===== src/rtl/reaction_responder_pkg.sv =====
// Shared definitions for the reaction-tester auto-player: one-hot state encoding
// and default key-press / LED-timeout durations, also used by tester-level benches.
package reaction_responder_pkg;

    localparam int DEF_PRESS_CYCLES   = 50000;      // 1 ms at 50 MHz
    localparam int DEF_TIMEOUT_CYCLES = 300000000;  // 6 s at 50 MHz

    localparam int IDX_IDLE     = 0;
    localparam int IDX_REQ      = 1;
    localparam int IDX_WAIT_LED = 2;
    localparam int IDX_REACT    = 3;
    localparam int IDX_STOP     = 4;
    localparam int IDX_DONE     = 5;

    typedef enum logic [5:0] {
        S_IDLE     = 6'b000001,
        S_REQ      = 6'b000010,
        S_WAIT_LED = 6'b000100,
        S_REACT    = 6'b001000,
        S_STOP     = 6'b010000,
        S_DONE     = 6'b100000
    } state_t;

    function automatic int max_int(input int a, input int b);
        return (a > b) ? a : b;
    endfunction

endpackage


===== src/rtl/reaction_responder_timer.sv =====
// Loadable down-counter; zero flags the last cycle of a loaded duration
// (load N-1 on state entry to stay N cycles in that state).
module cycle_timer #(
    parameter int W = 8
) (
    input  logic         clk_sys,
    input  logic         rst_b,
    input  logic         load,
    input  logic [W-1:0] load_val,
    output logic         zero
);

    logic [W-1:0] cnt;

    always_ff @(posedge clk_sys or negedge rst_b) begin
        if (!rst_b) begin
            cnt <= '0;
        end else if (load) begin
            cnt <= load_val;
        end else if (cnt != '0) begin
            cnt <= cnt - W'(1);
        end
    end

    assign zero = (cnt == '0);

endmodule


===== src/rtl/reaction_responder.sv =====
// Automated player for the reaction tester: presses request, waits for the LED,
// waits the programmed reaction delay, presses stop and reports LED-high time.
//
// state    | meaning
// ---------+-------------------------------------------------------------
// IDLE     | keys released, waiting for start
// REQ      | request key held for PRESS_CYCLES
// WAIT_LED | keys released, waiting for LED (bounded by TIMEOUT_CYCLES)
// REACT    | LED seen, waiting the latched reaction delay
// STOP     | stop key held for PRESS_CYCLES
// DONE     | one-cycle completion pulse
module reaction_responder
    import reaction_responder_pkg::*;
#(
    parameter int PRESS_CYCLES   = DEF_PRESS_CYCLES,
    parameter int TIMEOUT_CYCLES = DEF_TIMEOUT_CYCLES,
    parameter int DELAY_W        = 26,
    parameter int CNT_W          = 32
) (
    input  logic               CLOCK_50,
    input  logic               resetn,
    input  logic               start,
    input  logic               led_in,
    input  logic [DELAY_W-1:0] reaction_cycles,
    output logic               key_req_n,
    output logic               key_stop_n,
    output logic               busy,
    output logic               done,
    output logic               timeout,
    output logic [CNT_W-1:0]   led_cycles
);

    localparam int TW = max_int($clog2(TIMEOUT_CYCLES), DELAY_W);

    state_t             state, state_next;
    logic               tmr_load, tmr_zero;
    logic [TW-1:0]      tmr_val;
    logic               start_acc, to_evt;
    logic [DELAY_W-1:0] delay_q;
    logic               timeout_q, to_pulse_q, led_ended_q, led_count_en;
    logic [CNT_W-1:0]   led_cnt;

    cycle_timer #(.W(TW)) u_timer (
        .clk_sys  (CLOCK_50),
        .rst_b    (resetn),
        .load     (tmr_load),
        .load_val (tmr_val),
        .zero     (tmr_zero)
    );

    always_ff @(posedge CLOCK_50 or negedge resetn) begin
        if (!resetn) begin
            state <= S_IDLE;
        end else begin
            state <= state_next;
        end
    end

    always_comb begin
        state_next = state;
        tmr_load   = 1'b0;
        tmr_val    = '0;
        start_acc  = 1'b0;
        to_evt     = 1'b0;
        unique case (state)
            S_IDLE: begin
                if (start) begin
                    start_acc  = 1'b1;
                    state_next = S_REQ;
                    tmr_load   = 1'b1;
                    tmr_val    = TW'(PRESS_CYCLES - 1);
                end
            end
            S_REQ: begin
                if (tmr_zero) begin
                    state_next = S_WAIT_LED;
                    tmr_load   = 1'b1;
                    tmr_val    = TW'(TIMEOUT_CYCLES - 1);
                end
            end
            S_WAIT_LED: begin
                // LED takes priority over a timeout expiring in the same cycle
                if (led_in) begin
                    tmr_load = 1'b1;
                    if (delay_q == '0) begin
                        state_next = S_STOP;
                        tmr_val    = TW'(PRESS_CYCLES - 1);
                    end else begin
                        state_next = S_REACT;
                        tmr_val    = TW'(delay_q) - TW'(1);
                    end
                end else if (tmr_zero) begin
                    state_next = S_IDLE;
                    to_evt     = 1'b1;
                end
            end
            S_REACT: begin
                if (tmr_zero) begin
                    state_next = S_STOP;
                    tmr_load   = 1'b1;
                    tmr_val    = TW'(PRESS_CYCLES - 1);
                end
            end
            S_STOP: begin
                if (tmr_zero) begin
                    state_next = S_DONE;
                end
            end
            S_DONE: begin
                state_next = S_IDLE;
            end
            default: begin
                state_next = S_IDLE;
            end
        endcase
    end

    // A falling LED once past WAIT_LED ends the measurement for this trial.
    assign led_count_en = led_in & ~led_ended_q
                        & (state[IDX_WAIT_LED] | state[IDX_REACT] | state[IDX_STOP]);

    always_ff @(posedge CLOCK_50 or negedge resetn) begin
        if (!resetn) begin
            delay_q     <= '0;
            timeout_q   <= 1'b0;
            to_pulse_q  <= 1'b0;
            led_ended_q <= 1'b0;
            led_cnt     <= '0;
        end else begin
            to_pulse_q <= to_evt;
            if (start_acc) begin
                delay_q     <= reaction_cycles;
                timeout_q   <= 1'b0;
                led_ended_q <= 1'b0;
                led_cnt     <= '0;
            end else begin
                if (to_evt) begin
                    timeout_q <= 1'b1;
                end
                if ((state[IDX_REACT] | state[IDX_STOP]) && !led_in) begin
                    led_ended_q <= 1'b1;
                end
                if (led_count_en && (led_cnt != {CNT_W{1'b1}})) begin
                    led_cnt <= led_cnt + CNT_W'(1);
                end
            end
        end
    end

    assign key_req_n  = ~state[IDX_REQ];
    assign key_stop_n = ~state[IDX_STOP];
    assign busy       = ~state[IDX_IDLE];
    assign done       = state[IDX_DONE] | to_pulse_q;
    assign timeout    = timeout_q;
    assign led_cycles = led_cnt;

endmodule


===== config.mk =====
export PLATFORM = sky130hd
export DESIGN_NAME = reaction_responder
export DESIGN_NICKNAME = d
export VERILOG_FILES = /design/src/rtl/reaction_responder_pkg.sv /design/src/rtl/reaction_responder_timer.sv /design/src/rtl/reaction_responder.sv
export SDC_FILE = /design/constraint.sdc
export NUM_CORES = 1
export LEC_CHECK = 0
export ABC_AREA = 0
export BUFFER_PORTS_ARGS = -buffer_cell sky130_fd_sc_hd__buf_2
export CAP_MARGIN = 5
export CORE_MARGIN = 1.5
export CORE_UTILIZATION = 45
export DETAILED_ROUTE_END_ITERATION = 10
export SYNTH_ARGS = -nofsm -noshare
export SYNTH_HDL_FRONTEND = slang
export SYNTH_SLANG_ARGS = --single-unit

===== constraint.sdc =====
create_clock -name CLOCK_50 -period 3.9 [get_ports CLOCK_50]
set_clock_uncertainty 0.1 [all_clocks]
set_input_delay 0.39 -clock CLOCK_50 [delete_from_list [all_inputs] [get_ports CLOCK_50]]
set_output_delay 0.39 -clock CLOCK_50 [all_outputs]
set_load 0.1 [all_outputs]

==> results.md <==
- # clock sinks: 96
- Post-Syn Nets: 638
- Hold Path Depth: 3
- Post-CTS Setup Bufs: 0
- YS warnings: 0
- Final Setup Violations: 0
- IO Pins: 67
- DRC errors left: 0
- Skew-Pair Late Insertion Delay: 0.35 ns
- Setup CP Type: reg -> reg
- Post-synth top flop: dfrtp_1
- Vias in the first global route: 4464
- Post-synth EDFFs: 0
- Post-route ant nets: 0
- Initial antenna violation count: 0
- Hold_buf cts: 1
- Library cells used by synthesis: 61
- Max Fanout on Critical Path: 10
- Root Driver: clkbuf_16
- Design area: 0.00617 mm²
- CTS Buf Count: 9
- Pwr dens: 624 mW/mm²
- Vias/cell: 5.59
- Die W: 112 µm
- Max_slew headroom: 30.0%
- Sequential fraction of the synthesis area: 45.1%
- Startpoint types: flip-flop
- Ant diodes: 0
- Share of cells above drive strength 1: 16.8%
- Max Cap Viol: 0
- Setup ws final: 0.718 ns
- Total track usage: 22.3%
- Critical path data required time: 4.04 ns
- Largest stage delay on the critical path: 0.64 ns
- Fin. max-slew vios: 0
- Cells after Synth: 605
- Placed inst area: 0.00584 mm²
- R2R cell count: 8
- Row cnt: 39
- Power, Total: 3.85 mW
- Reg2reg end: state[4]$_DFFE_PN0P_
- Vias: 4593
- Post-CTS Resized: 0
- Mapped Area: 0.00534 mm²
- Post-DR wirelength/cell: 16.3 µm
- Htree depth: 3
- Final nets: 706
- Fmax: 0.314 GHz
- Leakage: 2.83 nW
- Initial Util: 46.5%
- First-pass GRT wire length: 22500 µm
- Critical Path End: state[4]$_DFFE_PN0P_
- Critical path endpoint category: flip-flop
- CP arrival: 3.32 ns
- RSZ-0062 raised after global routing: false
- Measured slew at the worst slew-check pin: 1.04 ns
- Final Routed Wirelength: 13400 µm
- Post-Place Worst Slack: 0.697 ns
- Core Region: 0.0115 mm²
- Cell total after placement: 804
- RePlAce Congestion: 0.827
- Count of buffers from port buffering: 66
- Layout area overhead: 15.6%
- Final period util: 81.6%
- Worst r2r src: u_timer.cnt[0]$_DFFE_PN0P_
- Asr flop ratio synth: 100%
- TNS Setup: 0 ns
- Max clock buf depth: 2
- Die area: 0.0125 mm²
- Worst path cell trace: inv_1 > ha_1 > nor4b_1 > nand4_1 > or3_1 > nand3_1 > o21a_1 > mux2_2
- Worst path slowest cell: or3_1
- Final non-filler cell total: 821
- Multi-input logic area: 0.00281 mm²
- Endpoints failing hold: 0
- Detail Placement HPWL: 9740 µm
- Average size of a mapped cell: 8.82 µm²
- Clk slew on worst S/H paths: 0.07 ns
- CP startpoint: u_timer.cnt[0]$_DFFE_PN0P_
- Status: completed
- Die height: 112 µm
- Largest net degree at the start of global routing: 64
- Clock tree from TritonCTS: done
- Min cycle time layout: 3.18 ns
- DR pass1 iterations: 5
- 1st-iter DRT viols: 274
- Grt total ovfl: 0
- HP Class: in -> reg
- Seq cells post-synth: 96
- R2r setup slk: 0.72 ns
- Fillers: 1073
- Peak VDD IR: 457 µV
- FF+latch area: 0.00240 mm²
==> where the power goes <==
part	switching, mW	internal [mW]	leakage, nW
combinational	0.827	0.495	1.43
clock	0.396	0.563	0.156
sequential	0.316	1.25	1.25
total	1.54	2.31	2.83
==> kinds of logic (layout without fill, tap and decap cells) <==
family / count (synthesis) / count (layout) / synth area share [%]
AND/OR/NAND/NOR: 327 / 327 / 30.8
flip-flops: 96 / 96 / 45.1
AO/OA/AOI/OAI: 80 / 80 / 9.64
XOR/XNOR: 65 / 65 / 10.7
buffers and inverters: 30 / 103 / 2.32
multiplexers: 4 / 4 / 0.774
adder cells (fa/ha/maj): 3 / 3 / 0.704
==> stage by stage <==
stage | utilization (%) | hold WS, ns
CTS | 53.8 | 0.114
detailed placement | 50.9 | 0.313
global placement | 50.9 | 0.303
global route | 53.8 | 0.127
floorplan | - | -0.00559
finish | 53.8 | 0.127
==> cells in the final DEF, fill, tap and decap left out, drive strengths merged, types with 5 or more instances in the layout <==
master,n
nor3,27
nor4,13
or3,19
o21ai,19
clkbuf,9
nor2,71
xor2,37
and3,8
o22ai,8
dfrtp,95
or4,12
a211oi,6
xnor2,28
a21oi,20
buf,76
inv,11
nand3,25
nand2,108
or2,5
and4,7
nand4,14
==> registers in the layout, indices dropped and copies added (netlist names) <==
register	cells
u_timer.cnt	29
to_pulse_q	1
delay_q	26
led_ended_q	1
led_cycles	32
state	6
timeout	1
==> final cells by class <==
type	instances	share of cell area, %
Clock buffer	9	3.65
Timing Repair Buffer	77	6.78
Tap cell	143	2.90
Sequential cell	96	39.0
Inverter	10	0.609
Clock inverter	7	1.54
Multi-Input combinational cell	479	45.5
==> Yosys cell counts, types with 5 or more instances <==
cell type  count  area share [%]
nand2_1      107             7.5
dfrtp_1       95              45
nor2_1        71             5.0
xor2_1        37             6.1
xnor2_1       28             4.6
nand3_1       25             2.3
nor3_1        24             2.3
a21oi_1       20             1.9
o21ai_0       19             1.8
or3_1         18             2.1
clkbuf_1      17             1.2
nand4_1       14             1.6
nor4_1        13             1.5
inv_1         10            0.70
and3_1         8            0.94
o22ai_1        8            0.94
and4_1         7             1.1
or4_1          6            0.84
or4_4          6             1.3
a211oi_1       5            0.70
or2_2          5            0.59
==> worst min-delay path by stage <==
stage                                    from                 endpoint  slack, ns
final                     reaction_cycles[24]  delay_q[24]$_DFFE_PN0P_       0.13
after detailed placement               resetn  led_ended_q$_DFFE_PN0P_       0.31
after CTS                 reaction_cycles[18]  delay_q[18]$_DFFE_PN0P_       0.11
after global placement                 resetn  led_ended_q$_DFFE_PN0P_       0.30
after global routing      reaction_cycles[17]  delay_q[17]$_DFFE_PN0P_       0.13
after floorplan                        resetn   delay_q[0]$_DFFE_PN0P_     -0.006
==> metal layers <==
layer / global-route usage [%] / up-vias / wire, µm
met5: 0 / - / 0
met4: 8.95 / 0 / 237
met3: 2.78 / 15 / 653
met2: 33.8 / 125 / 6010
met1: 32.5 / 2179 / 6510
li1: - / 2274 / -
==> worst max-delay path, delay by kind of cell, from the launching register on <==
kind / cells / cell delay [ns]
AO/OA/AOI/OAI: 1 / 0.21
adder cells (fa/ha/maj): 1 / 0.21
buffers and inverters: 1 / 0.07
flip-flops: 1 / 0.42
multiplexers: 1 / 0.35
AND/OR/NAND/NOR: 4 / 1.72
No activity file was read; power rests on OpenSTA's default activity.
